<file path="src/rtl/dma_seq_pkg.sv">
// Shared types and constants for the DMA channel sequencer.
package dma_seq_pkg;

  localparam int unsigned NumCh  = 4;
  localparam int unsigned ChIdxW = $clog2(NumCh);

  // Strobe vector order: {memr_n, memw_n, ior_n, iow_n}
  localparam logic [3:0] StrobesOff = 4'b1111;

  typedef logic [ChIdxW-1:0] ch_idx_t;

  typedef enum logic [2:0] {
    StIdle,
    StHreq,
    StS1,
    StS2,
    StS3,
    StS4
  } dma_state_e;

endpackage

</file>
<file path="src/rtl/dma_priority_encoder.sv">
// Combinational channel arbiter: fixed (ch0 highest) or rotating from ptr_i.
module dma_priority_encoder
  import dma_seq_pkg::*;
(
  input  logic [NumCh-1:0] eligible_i,
  input  logic             rotate_i,
  input  ch_idx_t          ptr_i,
  output ch_idx_t          win_o,
  output logic             valid_o
);

  ch_idx_t base;
  ch_idx_t idx;
  logic    found;

  // Index arithmetic wraps naturally because NumCh is a power of two.
  always_comb begin
    base  = rotate_i ? ptr_i : '0;
    idx   = '0;
    win_o = '0;
    found = 1'b0;
    for (int unsigned i = 0; i < NumCh; i++) begin
      idx = base + ch_idx_t'(i);
      if (!found && eligible_i[idx]) begin
        win_o = idx;
        found = 1'b1;
      end
    end
  end

  assign valid_o = found;

endmodule

</file>
<file path="src/rtl/dma_channel_sequencer.sv">
// Four-channel single-transfer DMA sequencer with HRQ/HLDA bus handshake.
// Optional macro DMA_AUTOINIT_EN: reload current address/count from base on terminal count.
module dma_channel_sequencer
  import dma_seq_pkg::*;
#(
  parameter int unsigned NUM_CH = NumCh,
  parameter int unsigned ADDR_W = 16,
  parameter int unsigned CNT_W  = 16
) (
  input  logic              clk_i,
  input  logic              rst_ni,
  input  logic [NUM_CH-1:0] dreq_i,
  input  logic              hlda_i,
  input  logic              rotate_pri_i,
  input  logic [NUM_CH-1:0] dir_i,
  input  logic              wr_en_i,
  input  logic [1:0]        wr_chan_i,
  input  logic              wr_sel_i,
  input  logic [15:0]       wr_data_i,
  input  logic              mask_wr_i,
  input  logic [NUM_CH-1:0] mask_data_i,
  input  logic              status_clr_i,
  output logic              hrq_o,
  output logic              aen_o,
  output logic [ADDR_W-1:0] address_out_o,
  output logic [NUM_CH-1:0] dack_o,
  output logic              memr_n_o,
  output logic              memw_n_o,
  output logic              ior_n_o,
  output logic              iow_n_o,
  output logic              eop_o,
  output logic [NUM_CH-1:0] tc_status_o,
  output logic [NUM_CH-1:0] mask_o
);

  dma_state_e state_q, state_d;
  ch_idx_t    win_q, win_d;
  ch_idx_t    ptr_q, ptr_d;
  ch_idx_t    enc_win;
  logic       enc_valid;

  logic [NUM_CH-1:0] eligible;
  logic [NUM_CH-1:0] mask_q, mask_d;
  logic [NUM_CH-1:0] tc_q, tc_d;

  logic [ADDR_W-1:0] cur_addr_q [NUM_CH];
  logic [ADDR_W-1:0] cur_addr_d [NUM_CH];
  logic [CNT_W-1:0]  cur_cnt_q  [NUM_CH];
  logic [CNT_W-1:0]  cur_cnt_d  [NUM_CH];
`ifdef DMA_AUTOINIT_EN
  logic [ADDR_W-1:0] base_addr_q [NUM_CH];
  logic [ADDR_W-1:0] base_addr_d [NUM_CH];
  logic [CNT_W-1:0]  base_cnt_q  [NUM_CH];
  logic [CNT_W-1:0]  base_cnt_d  [NUM_CH];
`endif

  logic cfg_wr_ok;
  logic term_cnt;

  assign eligible  = dreq_i & ~mask_q;
  assign cfg_wr_ok = wr_en_i && (state_q == StIdle || state_q == StHreq);
  assign term_cnt  = (cur_cnt_q[win_q] == '0);

  dma_priority_encoder u_prio (
    .eligible_i (eligible),
    .rotate_i   (rotate_pri_i),
    .ptr_i      (ptr_q),
    .win_o      (enc_win),
    .valid_o    (enc_valid)
  );

  // State register
  always_ff @(posedge clk_i or negedge rst_ni) begin
    if (!rst_ni) begin
      state_q <= StIdle;
      win_q   <= '0;
    end else begin
      state_q <= state_d;
      win_q   <= win_d;
    end
  end

  // Next-state logic; the winner is frozen at grant so later dreq changes are ignored.
  always_comb begin
    state_d = state_q;
    win_d   = win_q;
    unique case (state_q)
      StIdle: if (enc_valid) state_d = StHreq;
      StHreq: begin
        if (!enc_valid) begin
          state_d = StIdle;
        end else if (hlda_i) begin
          state_d = StS1;
          win_d   = enc_win;
        end
      end
      StS1:    state_d = hlda_i ? StS2 : StIdle;
      StS2:    state_d = hlda_i ? StS3 : StIdle;
      StS3:    state_d = hlda_i ? StS4 : StIdle;
      StS4:    state_d = StIdle;
      default: state_d = StIdle;
    endcase
  end

  // Output decode
  always_comb begin
    hrq_o         = 1'b0;
    aen_o         = 1'b0;
    dack_o        = '0;
    address_out_o = '0;
    eop_o         = 1'b0;
    {memr_n_o, memw_n_o, ior_n_o, iow_n_o} = StrobesOff;
    unique case (state_q)
      StIdle: ;
      StHreq: hrq_o = 1'b1;
      StS1, StS2, StS3, StS4: begin
        hrq_o          = 1'b1;
        aen_o          = 1'b1;
        dack_o[win_q]  = 1'b1;
        address_out_o  = cur_addr_q[win_q];
        if (state_q == StS2 || state_q == StS3) begin
          if (dir_i[win_q]) memr_n_o = 1'b0;
          else              ior_n_o  = 1'b0;
        end
        if (state_q == StS3) begin
          if (dir_i[win_q]) iow_n_o  = 1'b0;
          else              memw_n_o = 1'b0;
        end
        if (state_q == StS4) eop_o = term_cnt;
      end
      default: ;
    endcase
  end

  // Register file, mask, status and rotation pointer next-state
  always_comb begin
    cur_addr_d = cur_addr_q;
    cur_cnt_d  = cur_cnt_q;
`ifdef DMA_AUTOINIT_EN
    base_addr_d = base_addr_q;
    base_cnt_d  = base_cnt_q;
`endif
    mask_d = mask_wr_i ? mask_data_i : mask_q;
    tc_d   = status_clr_i ? '0 : tc_q;
    ptr_d  = ptr_q;

    if (cfg_wr_ok) begin
      if (!wr_sel_i) begin
        cur_addr_d[wr_chan_i] = ADDR_W'(wr_data_i);
`ifdef DMA_AUTOINIT_EN
        base_addr_d[wr_chan_i] = ADDR_W'(wr_data_i);
`endif
      end else begin
        cur_cnt_d[wr_chan_i] = CNT_W'(wr_data_i);
`ifdef DMA_AUTOINIT_EN
        base_cnt_d[wr_chan_i] = CNT_W'(wr_data_i);
`endif
      end
    end

    if (state_q == StS4) begin
      ptr_d = win_q + ch_idx_t'(1);
      if (term_cnt) begin
        tc_d[win_q] = 1'b1;
`ifdef DMA_AUTOINIT_EN
        cur_addr_d[win_q] = base_addr_q[win_q];
        cur_cnt_d[win_q]  = base_cnt_q[win_q];
`else
        // Count stays at zero; the channel masks itself instead.
        cur_addr_d[win_q] = cur_addr_q[win_q] + ADDR_W'(1);
        mask_d[win_q]     = 1'b1;
`endif
      end else begin
        cur_addr_d[win_q] = cur_addr_q[win_q] + ADDR_W'(1);
        cur_cnt_d[win_q]  = cur_cnt_q[win_q] - CNT_W'(1);
      end
    end
  end

  always_ff @(posedge clk_i or negedge rst_ni) begin
    if (!rst_ni) begin
      mask_q <= '1;
      tc_q   <= '0;
      ptr_q  <= '0;
      for (int unsigned i = 0; i < NUM_CH; i++) begin
        cur_addr_q[i] <= '0;
        cur_cnt_q[i]  <= '0;
`ifdef DMA_AUTOINIT_EN
        base_addr_q[i] <= '0;
        base_cnt_q[i]  <= '0;
`endif
      end
    end else begin
      mask_q     <= mask_d;
      tc_q       <= tc_d;
      ptr_q      <= ptr_d;
      cur_addr_q <= cur_addr_d;
      cur_cnt_q  <= cur_cnt_d;
`ifdef DMA_AUTOINIT_EN
      base_addr_q <= base_addr_d;
      base_cnt_q  <= base_cnt_d;
`endif
    end
  end

  assign mask_o      = mask_q;
  assign tc_status_o = tc_q;

endmodule

</file>
<file path="config.mk">
export PLATFORM = sky130hd
export DESIGN_NAME = dma_channel_sequencer
export DESIGN_NICKNAME = d
export VERILOG_FILES = /design/src/rtl/dma_seq_pkg.sv /design/src/rtl/dma_priority_encoder.sv /design/src/rtl/dma_channel_sequencer.sv
export SDC_FILE = /design/constraint.sdc
export NUM_CORES = 1
export LEC_CHECK = 0
export CAP_MARGIN = 30
export CORE_MARGIN = 2
export CORE_UTILIZATION = 40
export CTS_BUF_LIST = sky130_fd_sc_hd__clkbuf_8
export DETAILED_ROUTE_END_ITERATION = 16
export PLACE_DENSITY_LB_ADDON = 0.2
export REMOVE_ABC_BUFFERS = 1
export SLEW_MARGIN = 20
export SYNTH_ARGS = -nofsm -noshare
export SYNTH_HDL_FRONTEND = slang
export SYNTH_SLANG_ARGS = --single-unit
</file>
<file path="constraint.sdc">
create_clock -name clk_i -period 5.3 [get_ports clk_i]
set_input_delay 1.06 -clock clk_i [delete_from_list [all_inputs] [get_ports clk_i]]
set_output_delay 1.06 -clock clk_i [all_outputs]
set_load 0.01 [all_outputs]
</file>
==> results.cfg, run 1 <==
[clock_tree]
postCtsSetupRepairBufs = 0
cts_sinks = 143
root_buffer = clkbuf_8
clk_pin_slew_ps = 80
ctsHtreeMaxLevel = 4
clock_path_buffers = 2
cts_hold_buf = 0
post_cts_resized = 0
cts_buffers = 17
clkLatencyLatePin_ps = 450
cts_tree = yes

[setup_path]
slowest_stage = dfrtp_2
cp_cell_sequence = buf_4, mux4_2, nor4_4, nand4_2, nor2_1, clkdlybuf4s50_1
crit_type = reg -> out
critical-path-top-delay-family = simple AND/OR/NAND/NOR gates
worstPathRequired_ps = 4240
crit_fanout = 11
crit_path_end_kind = output port
crit_cells = 6
arrival_ps = 3580
crit_path_max_incr_delay_ps = 600
crit_buf_inv = 2
start_kind = register
reg2reg_depth = 6

[power_and_ir_drop]
switching_share_pct = 39.5
powerDensity_mw_per_mm2 = 559
power_frac_clock_pct = 15.4
switchingPower_w = 0.00217
power_frac_seq_pct = 35.1
leakagePower_nw = 3.98
p_comb_share_pct = 49.5
p_int_w = 0.00334
peakVddDrop_v = 0.000180

[finish]
final_nets = 929
area_delta_synth_final_pct = 16.4
drive_gt1_share_pct = 20.8
final_util_pct = 47.2
antenna_cells = 0
fillers = 2019

[synthesis]
synthMuxAreaShare_pct = 25.9
synthCells = 823
synth-compound-area-share_pct = 9.54
synth-edff-count = 0
ys_warn_count = 0
syn-cell-area_sq_mm = 0.00848
synth_top_family_by_area = multiplexers
synth-seq-area-share_pct = 42.3
synth.avg_cell_area_sq_um = 10.3
async_reset_ff_share_pct = 100
ys_ff_latch = 143
synthSimpleGateAreaFrac_pct = 14.7
synth-xor-area-share_pct = 2.89
synth_flop_cell = dfrtp_1
synth_cell_types = 46
synth_fa_ha_area_share_pct = 1.18

[route]
drc = 0
firstDrtPassIters = 5
drt-total-wl_mm = 21.5
routed-via-count = 6261
drt_iter0_drc = 460
drtAntennaViolNets = 0
route.top_layer_used = met4
wl_met3_microns = 822
dr_wl_met2_mm = 10.2
viasPerCell = 5.35
wl_per_cell_microns = 18.3
wl_met1_mm = 10.3

[timing]
rsz0062_at_grt = no
layout_min_cycle_time_ps = 4640
setup_viol = 0
post-route-period-util_pct = 87.5
max_freq_mhz = 216
hold_violations = 0
slew_headroom_pct = 45.2
tightest_slew_ps = 819
fin_setup_tns_ps = 0
slew_violations = 0
fin_skew_ps = 10.1
final.hold.worst_slack_ps = 533

[floorplan]
rows = 53
dieWidth_microns = 150
design.core.area_sq_mm = 0.0209
ioPinCount = 73
initial_core_util_pct = 40.6
die_h_microns = 150
die_area_sq_mm = 0.0224

[global_route]
grt_pass1_wl_mm = 34.2
grt_max_degree = 56
gr-total-overflow = 0
grt.total_usage_pct = 20.0
first_global_vias = 6090
antenna_found_initial = 0

[hold_path]
min_path_cells = 2
worstHoldPathType = reg -> reg

[place]
dp_hpwl_mm = 14.6
place_congestion = 0.782
numPortBuffers = 72

[flow_run]
max_cap_viol_count = 0

[status]
status = complete, no violations
==> cell usage after synthesis, types with 2 or more instances <==
cell / n / share of area [%]
a21boi_0: 2 / 0.18
xor2_1: 13 / 1.3
nand2_1: 104 / 4.6
and2_1: 24 / 1.8
dfrtp_1: 139 / 41
nand2b_1: 6 / 0.44
dfstp_2: 4 / 1.2
nand3b_1: 2 / 0.18
nand3_2: 4 / 0.47
mux2_2: 78 / 10
a22oi_1: 2 / 0.18
buf_4: 9 / 0.80
mux4_2: 33 / 8.8
nor3b_1: 3 / 0.27
nor2_1: 70 / 3.1
nand3_1: 11 / 0.65
a31oi_1: 2 / 0.15
buf_1: 4 / 0.18
and3_1: 2 / 0.15
nor4_1: 5 / 0.37
nand4_1: 8 / 0.59
a21o_1: 2 / 0.18
buf_2: 6 / 0.35
nor3_1: 6 / 0.35
nor2b_1: 4 / 0.30
or3_1: 2 / 0.15
ha_1: 8 / 1.2
a211oi_1: 2 / 0.18
clkbuf_1: 28 / 1.2
o21ai_0: 84 / 5.0
buf_6: 4 / 0.53
o211ai_1: 2 / 0.18
xnor2_1: 15 / 1.6
nand4b_1: 2 / 0.21
a21oi_2: 4 / 0.41
mux2i_1: 57 / 6.7
inv_1: 11 / 0.49
or2_2: 4 / 0.30
a21oi_1: 50 / 3.0
==> cell type report <==
cell class	count	area (sq um)	share of cell area [%]
inverter	11	41.3	0.419
clock inverter	14	128	1.29
timing repair buffer	92	921	9.34
tap	275	344	3.49
sequential	143	3590	36.4
clock buffer	18	248	2.51
multi-input combinational	618	4600	46.6
==> kinds of logic (layout without fill, tap and decap cells) <==
| group | count (synthesis) | in the layout |
|---|---|---|
| flip-flops | 143 | 143 |
| AO/OA/AOI/OAI | 152 | 152 |
| XOR/XNOR | 28 | 28 |
| AND/OR/NAND/NOR | 262 | 262 |
| buffers and inverters | 62 | 135 |
| adder cells (fa/ha/maj) | 8 | 8 |
| multiplexers | 168 | 168 |
==> worst register-to-register path, stage by stage, from the launching register on <==
cell     delay [ps]
dfrtp_2         600
buf_4           270
mux4_2          580
nor4_4          520
nand4_2         410
nand3_2         610
o21ai_0         210
==> flip-flops by register name, indices dropped and copies added (netlist names) <==
register / count
cur_addr_q: 64
cur_cnt_q: 64
mask_o: 4
tc_status_o: 4
state_q: 3
ptr_q: 2
win_q: 2
==> placed cells by master (no fill, tap or decap), types with 4 or more instances in the layout <==
cell type        synthesis  final
buf_6                    4      4
xnor2_1                 15     15
clkdlybuf4s50_1          0     71
nand3_1                 11     11
nor3_1                   6      6
nor2b_1                  4      4
mux2i_1                 57     57
xor2_1                  13     13
nand4_1                  8      8
o21ai_0                 84     84
nor4_1                   5      5
dfrtp_1                139    137
mux4_2                  33     33
nand2b_1                 6      6
nor2_1                  70     67
and2_1                  24     24
a21oi_2                  4      4
inv_1                   11     14
clkinv_2                 0      5
mux2_2                  78     78
clkbuf_8                 0     18
nand2_1                104    104
buf_8                    0      5
or2_2                    4      4
a21oi_1                 50     50
dfstp_2                  4      4
nand3_2                  4      4
ha_1                     8      8
buf_4                    9     12
==> layer usage <==
layer	track usage (%)	vias up
met5	0	-
met4	4.05	0
met3	3.87	13
met2	31.7	115
met1	28.6	3092
li1	-	3041
==> worst paths after layout <==
path	startpoint	to	slack [ps]
min	tc_status_o[1]$_DFF_PN0_	tc_status_o[1]$_DFF_PN0_	530
min in group asynchronous	rst_ni	cur_addr_q[54]$_DFF_PN0_	550
max in group asynchronous	rst_ni	cur_cnt_q[2]$_DFF_PN0_	3700
max	win_q[0]$_DFFE_PN0P_	eop_o	660
max reg2reg	win_q[0]$_DFFE_PN0P_	cur_cnt_q[55]$_DFF_PN0_	1960
min reg2reg	tc_status_o[1]$_DFF_PN0_	tc_status_o[1]$_DFF_PN0_	530
==> stage by stage <==
stage / instance area (sq um) / setup slack [ps] / std cells / power (W)
2_1_floorplan: 8210 / 1030 / 772 / 0.00389
3_3_place_gp: 9380 / 1140 / 1131 / 0.00463
3_5_place_dp: 9470 / 1100 / 1137 / 0.00467
4_1_cts: 9840 / 582 / 1169 / 0.00554
5_1_grt: 9860 / 372 / 1171 / 0.00594
6_report: 9860 / 663 / 1171 / 0.00551
==> power groups by stage <==
stage / Sequential (W) / Combinational, W / Clock [W]
after floorplan: 0.00188 / 0.00201 / 0
after global placement: 0.00194 / 0.00269 / 0
after detailed placement: 0.00195 / 0.00272 / 0
after CTS: 0.00193 / 0.00274 / 0.000869
after global routing: 0.00200 / 0.00302 / 0.000924
final: 0.00193 / 0.00273 / 0.000848
Note: power is estimated with default switching activity, not from simulation.
==> run 2, diff against run 1 <==
--- a/config.mk
+++ b/config.mk
@@ -10,6 +10,7 @@
 export CORE_UTILIZATION = 40
 export CTS_BUF_LIST = sky130_fd_sc_hd__clkbuf_8
 export DETAILED_ROUTE_END_ITERATION = 16
+export GPL_ROUTABILITY_DRIVEN = 0
 export PLACE_DENSITY_LB_ADDON = 0.2
 export REMOVE_ABC_BUFFERS = 1
 export SLEW_MARGIN = 20
==> results of run 2 <==
No change in the layout: final DEF, timing and power equal those of run 1.
==> variant 1: new RTL, settings of run 2 <==
Add a define of `DMA_AUTOINIT_EN`.
--- a/src/rtl/dma_channel_sequencer.sv
+++ b/src/rtl/dma_channel_sequencer.sv
@@ -1,5 +1,7 @@
 // Four-channel single-transfer DMA sequencer with HRQ/HLDA bus handshake.
 // Optional macro DMA_AUTOINIT_EN: reload current address/count from base on terminal count.
+`define DMA_AUTOINIT_EN
+
 module dma_channel_sequencer
   import dma_seq_pkg::*;
 #(
Formal check against the unedited RTL: no difference found for any inputs over 4 cycles, from zero or initial values and one cycle with rst_ni low; that may be too few to reach the edited logic, so the function may still have changed.
==> variant 1 against run 2 <==
Via count up 75%; setup slack lost 0.17 ns; utilization shrank 0.60 points; sequential cell count increased by 128; final cell count is 65% higher; synthesized area rose by 64%; maximum frequency fell by 3.6%; final area increased by 62%; power up 77%; wire length rose by 89%; synthesized cell count rose by 69%; highest routed layer unchanged.
==> variant 1: results (changes against run 2) <==
{
  "status": {"value": "finished clean"},
  "synthTopCellsByCount": {"value": "sky130_fd_sc_hd__nand2_1 (422), sky130_fd_sc_hd__dfrtp_1 (267), sky130_fd_sc_hd__a21oi_1 (90), sky130_fd_sc_hd__clkbuf_1 (72), sky130_fd_sc_hd__mux4_2 (65)"},
  "final.setup_skew": {"value": 0.0211, "unit": "ns", "change": "+0.0110 ns"},
  "hold_path_startpoint": {"value": "base_cnt_q[0]"},
  "met2_wirelength": {"value": 19400, "unit": "um", "change": "+90%"},
  "setup.reg_to_reg.worst_slack": {"value": 1.39, "unit": "ns", "change": "-0.57 ns"},
  "fill_cells": {"value": 3270, "change": "+62%"},
  "crit_path_max_fanout": {"value": 14, "change": "+3"},
  "route.met3.wl": {"value": 2450, "unit": "um", "change": "+200%"},
  "hold_slack": {"value": 0.469, "unit": "ns", "change": "-0.0636 ns"},
  "total_leakage_power": {"value": 0.00730, "unit": "uW", "change": "+83%"},
  "ctsHtreeMaxLevel": {"value": 2, "change": "-2"},
  "post-dp-hpwl": {"value": 25000, "unit": "um", "change": "+71%"},
  "firstDrtPassIters": {"value": 7, "change": "+2"},
  "drt_iter0_drc": {"value": 792, "change": "+72%"},
  "avgViaCountPerCell": {"value": 5.66, "change": "+5.9%"},
  "worst_hold_endpoint": {"value": "base_cnt_q[0]"},
  "clk_latency": {"value": 0.57, "unit": "ns", "change": "+0.12 ns"},
  "clkSlewWorstSetupHoldPaths": {"value": 0.06, "unit": "ns", "change": "-0.02 ns"},
  "grt_pass1_vias": {"value": 11188, "change": "+84%"},
  "wirelength_met1": {"value": 17700, "unit": "um", "change": "+72%"},
  "post_synth_num_cell_types": {"value": 51, "change": "+11%"},
  "route.final.wire_length": {"value": 40600, "unit": "um", "change": "+89%"},
  "synthTopCellsByArea": {"value": "sky130_fd_sc_hd__dfrtp_1 (48%), sky130_fd_sc_hd__nand2_1 (11%), sky130_fd_sc_hd__mux4_2 (11%), sky130_fd_sc_hd__mux2_2 (4.0%), sky130_fd_sc_hd__a21oi_1 (3.2%)"},
  "maximum_number_of_pins_on_one_net_before_global_route_repair": {"value": 116, "change": "+110%"},
  "seq_area_frac_synth": {"value": 48.8, "unit": "%", "change": "+6.5 points"}
}
[variant 1: cell types whose count changed in the layout (fill, tap and decap cells not counted), sizes merged, moves of 27 or more]
cell,delta
nor2,-28
clkbuf,+44
mux2,-27
o21ai,-63
dfrtp,+128
and3,+62
mux4,+32
mux2i,-27
a21oi,+36
a31oi,+27
nand2,+318
[variant 1: cell families (layout without fill, tap and decap cells)]
kind of cell | count (synthesis) | after routing | share of synthesized area [%]
AO/OA/AOI/OAI | 187 | 187 | 7.86
XOR/XNOR | 22 | 22 | 1.38
multiplexers | 146 | 146 | 16.9
buffers and inverters | 119 | 201 | 3.68
adder cells (fa/ha/maj) | 8 | 8 | 0.719
flip-flops | 271 | 271 | 48.8
AND/OR/NAND/NOR | 640 | 640 | 20.7
[variant 1: critical path, cell delays in order (launching register included)]
cell and delay [ns]:
sky130_fd_sc_hd__dfrtp_4 0.60, sky130_fd_sc_hd__buf_4 0.27, sky130_fd_sc_hd__mux4_2 0.60, sky130_fd_sc_hd__nor4_4 0.28, sky130_fd_sc_hd__buf_4 0.22, sky130_fd_sc_hd__nand4_1 0.27, sky130_fd_sc_hd__buf_4 0.28, sky130_fd_sc_hd__nor2_1 0.11
sky130_fd_sc_hd__clkdlybuf4s50_1 0.55
[variant 1: power breakdown]
part,internal (uW),switching (uW),total (uW)
clock,1030,881,1920
combinational,2030,2220,4250
sequential,3000,582,3590
[variant 1: worst max path at each step]
| stage | start | end | slack (ns) | cells past startpoint |
|---|---|---|---|---|
| 2_1_floorplan | win_q[0] | eop_o | -1.26 | 4 |
| 3_3_place_gp | win_q[0] | eop_o | 1.08 | 8 |
| 3_5_place_dp | win_q[0] | eop_o | 1.01 | 8 |
| 4_1_cts | win_q[0] | eop_o | 0.40 | 8 |
| 5_1_grt | win_q[0] | eop_o | 0.29 | 8 |
| 6_report | win_q[0] | eop_o | 0.49 | 8 |
[variant 1: routing by layer]
metal  GRT usage (%)  vias up
li1                -     4926
met1            31.6     5586
met2            37.5      344
met3            3.79       73
met4            7.30        0
met5               0        -
[variant 1: final cells by class]
class | count | area share (%)
Multi-Input combinational cell | 1003 | 41.6
Sequential cell | 271 | 42.4
Clock buffer | 62 | 5.32
Inverter | 17 | 0.398
Timing Repair Buffer | 104 | 6.28
Tap cell | 455 | 3.55
Clock inverter | 18 | 0.453
[variant 1: per-stage QoR]
step | std cells | instance area, um^2 | power [uW] | TNS, ns | setup WS (ns)
global route | 1930 | 16000 | 10500 | 0 | 0.293
finish | 1930 | 16000 | 9760 | 0 | 0.491
floorplan | 1291 | 13500 | 6620 | -50.33 | -1.26
global placement | 1847 | 15000 | 7780 | 0 | 1.08
detailed placement | 1849 | 15100 | 7850 | 0 | 1.01
CTS | 1929 | 16000 | 9810 | 0 | 0.398
==> variant 2: new RTL, config.mk and constraints of run 2 <==
Made on the original files. Encoding of `dma_state_e`: now one-hot (6 bits for 6 states).
--- a/src/rtl/dma_seq_pkg.sv
+++ b/src/rtl/dma_seq_pkg.sv
@@ -9,13 +9,13 @@
 
   typedef logic [ChIdxW-1:0] ch_idx_t;
 
-  typedef enum logic [2:0] {
-    StIdle,
-    StHreq,
-    StS1,
-    StS2,
-    StS3,
-    StS4
+  typedef enum logic [5:0] {
+    StIdle = 6'b000001,
+    StHreq = 6'b000010,
+    StS1   = 6'b000100,
+    StS2   = 6'b001000,
+    StS3   = 6'b010000,
+    StS4   = 6'b100000
   } dma_state_e;
 
 endpackage
Behaviour: no difference found for any inputs over 4 cycles, from zero or initial values and one cycle with rst_ni low; so few cycles prove little.
==> variant 2 against run 2 <==
Die area increased by 1.2%; synthesized area increased by 1.2%; setup slack got worse by 0.10 ns; final area increased by 2.2%; count of clock-buffer cells in the layout increased by 2; critical path type unchanged; critical path depth decreased by 1; register-to-register slack improved by 0.16 ns; highest routed layer unchanged; wire length increased by 2.1%; largest power group unchanged; worst hold slack got worse by 0.0012 ns; power increased by 0.46%; non-clock buffer count unchanged; sequential cell count increased by 3.
==> variant 2: results (changes against run 2) <==
{
  "layout.comb_gates.multi_input": {"value": 635, "change": "+2.8%"},
  "final.setup_skew": {"value": 0.0155, "unit": "ns", "change": "+0.00541 ns"},
  "critPathArrivalTime": {"value": 3.68, "unit": "ns", "change": "+0.10 ns"},
  "synth.area.mux_share": {"value": 25.8, "unit": "%", "change": "-0.065 points"},
  "seq_area_frac_synth": {"value": 42.7, "unit": "%", "change": "+0.38 points"},
  "final_net_count": {"value": 950, "change": "+2.3%"},
  "worst-slew-pin-transition": {"value": 0.948, "unit": "ns", "change": "+0.129 ns"},
  "grt.met1_usage": {"value": 29.0, "unit": "%", "change": "+0.37 points"},
  "seqAreaFraction": {"value": 36.3, "unit": "%", "change": "about the same"},
  "power_report.internal_total": {"value": 3460, "unit": "uW", "change": "+3.7%"},
  "drt_iter0_drc": {"value": 369, "change": "-20%"},
  "avgViaCountPerCell": {"value": 5.37, "change": "+0.46%"},
  "area_growth": {"value": 17.5, "unit": "%"},
  "post-dp-hpwl": {"value": 14300, "unit": "um", "change": "-2.4%"},
  "power.ir.vdd_worst": {"value": 268, "unit": "uV", "change": "+49%"},
  "clk_share": {"value": 4.73, "unit": "%", "change": "+0.92 points"},
  "drive_above_1_share": {"value": 21.5, "unit": "%", "change": "+0.70 points"},
  "n_all_inverters": {"value": 13, "change": "+2"},
  "status": {"value": "finished clean"},
  "synth_xor_xnor_area_share": {"value": 3.16, "unit": "%", "change": "+0.27 points"},
  "clkbuf_count": {"value": 20, "change": "+2"},
  "gr-usage-all-layers": {"value": 20.3, "unit": "%", "change": "+0.29 points"},
  "compound_cell_area_share_of_the_yosys_netlist": {"value": 9.16, "unit": "%", "change": "-0.38 points"},
  "synthTopCellsByCount": {"value": "sky130_fd_sc_hd__dfrtp_1 (141), sky130_fd_sc_hd__nand2_1 (129), sky130_fd_sc_hd__mux2_2 (97), sky130_fd_sc_hd__o21ai_0 (61), sky130_fd_sc_hd__nor2_1 (56)"},
  "fraction_of_area_in_multi_input_gates": {"value": 46.0, "unit": "%", "change": "-0.55 points"},
  "wirelength_met1": {"value": 10500, "unit": "um", "change": "+2.2%"}
}
-- variant 2: cell types whose count changed in the layout (fill, tap and decap cells not counted), moves of 4 or more --
cell	delta
sky130_fd_sc_hd__a21oi_1	-17
sky130_fd_sc_hd__a21oi_2	-4
sky130_fd_sc_hd__buf_4	+5
sky130_fd_sc_hd__mux2_2	+19
sky130_fd_sc_hd__mux2i_1	-17
sky130_fd_sc_hd__nand2_1	+24
sky130_fd_sc_hd__nand2b_1	+5
sky130_fd_sc_hd__nand3_2	-4
sky130_fd_sc_hd__nor2_1	-13
sky130_fd_sc_hd__nor4_1	+4
sky130_fd_sc_hd__o21ai_0	-23
sky130_fd_sc_hd__o21ai_1	+48
sky130_fd_sc_hd__xnor2_1	+5
-- variant 2: stage by stage --
| step | std cells | setup WS (ns) | total power, uW |
|---|---|---|---|
| 2_1_floorplan | 794 | 1.00 | 3830 |
| 3_3_place_gp | 1158 | 0.979 | 4460 |
| 3_5_place_dp | 1161 | 1.01 | 4510 |
| 4_1_cts | 1193 | 0.498 | 5560 |
| 5_1_grt | 1193 | 0.216 | 5960 |
| 6_report | 1193 | 0.562 | 5530 |
-- variant 2: power by group through the flow --
| stage | sequential [uW] | combinational (uW) | clock [uW] |
|---|---|---|---|
| after floorplan | 1890 | 1950 | 0 |
| after global placement | 1940 | 2520 | 0 |
| after detailed placement | 1960 | 2550 | 0 |
| after CTS | 1940 | 2560 | 1070 |
| after global routing | 2000 | 2840 | 1110 |
| final | 1940 | 2550 | 1050 |
-- variant 2: final timing paths --
path | cells after the start | endpoint | startpoint | slack [ns]
max in group asynchronous | 2 | cur_cnt_q[23] | rst_ni | 3.63
min in group asynchronous | 1 | ptr_q[1] | rst_ni | 0.65
setup reg to reg | 6 | cur_cnt_q[60] | win_q[0] | 2.12
setup / recovery | 5 | eop_o | win_q[0] | 0.56
hold reg to reg | 2 | tc_status_o[0] | tc_status_o[0] | 0.53
hold / removal | 2 | tc_status_o[0] | tc_status_o[0] | 0.53
-- variant 2: cell families after synthesis --
group                    after synthesis
AO/OA/AOI/OAI                        152
adder cells (fa/ha/maj)                7
flip-flops                           146
AND/OR/NAND/NOR                      276
multiplexers                         169
XOR/XNOR                              31
buffers and inverters                 64
-- variant 2: worst max-delay path: stages (launching register included) --
cell and delay [ns]:
sky130_fd_sc_hd__dfrtp_2 0.75, sky130_fd_sc_hd__mux4_2 0.64, sky130_fd_sc_hd__nor4_2 0.58, sky130_fd_sc_hd__nand2_1 0.22
sky130_fd_sc_hd__nor4b_1 0.42, sky130_fd_sc_hd__clkdlybuf4s50_1 0.61
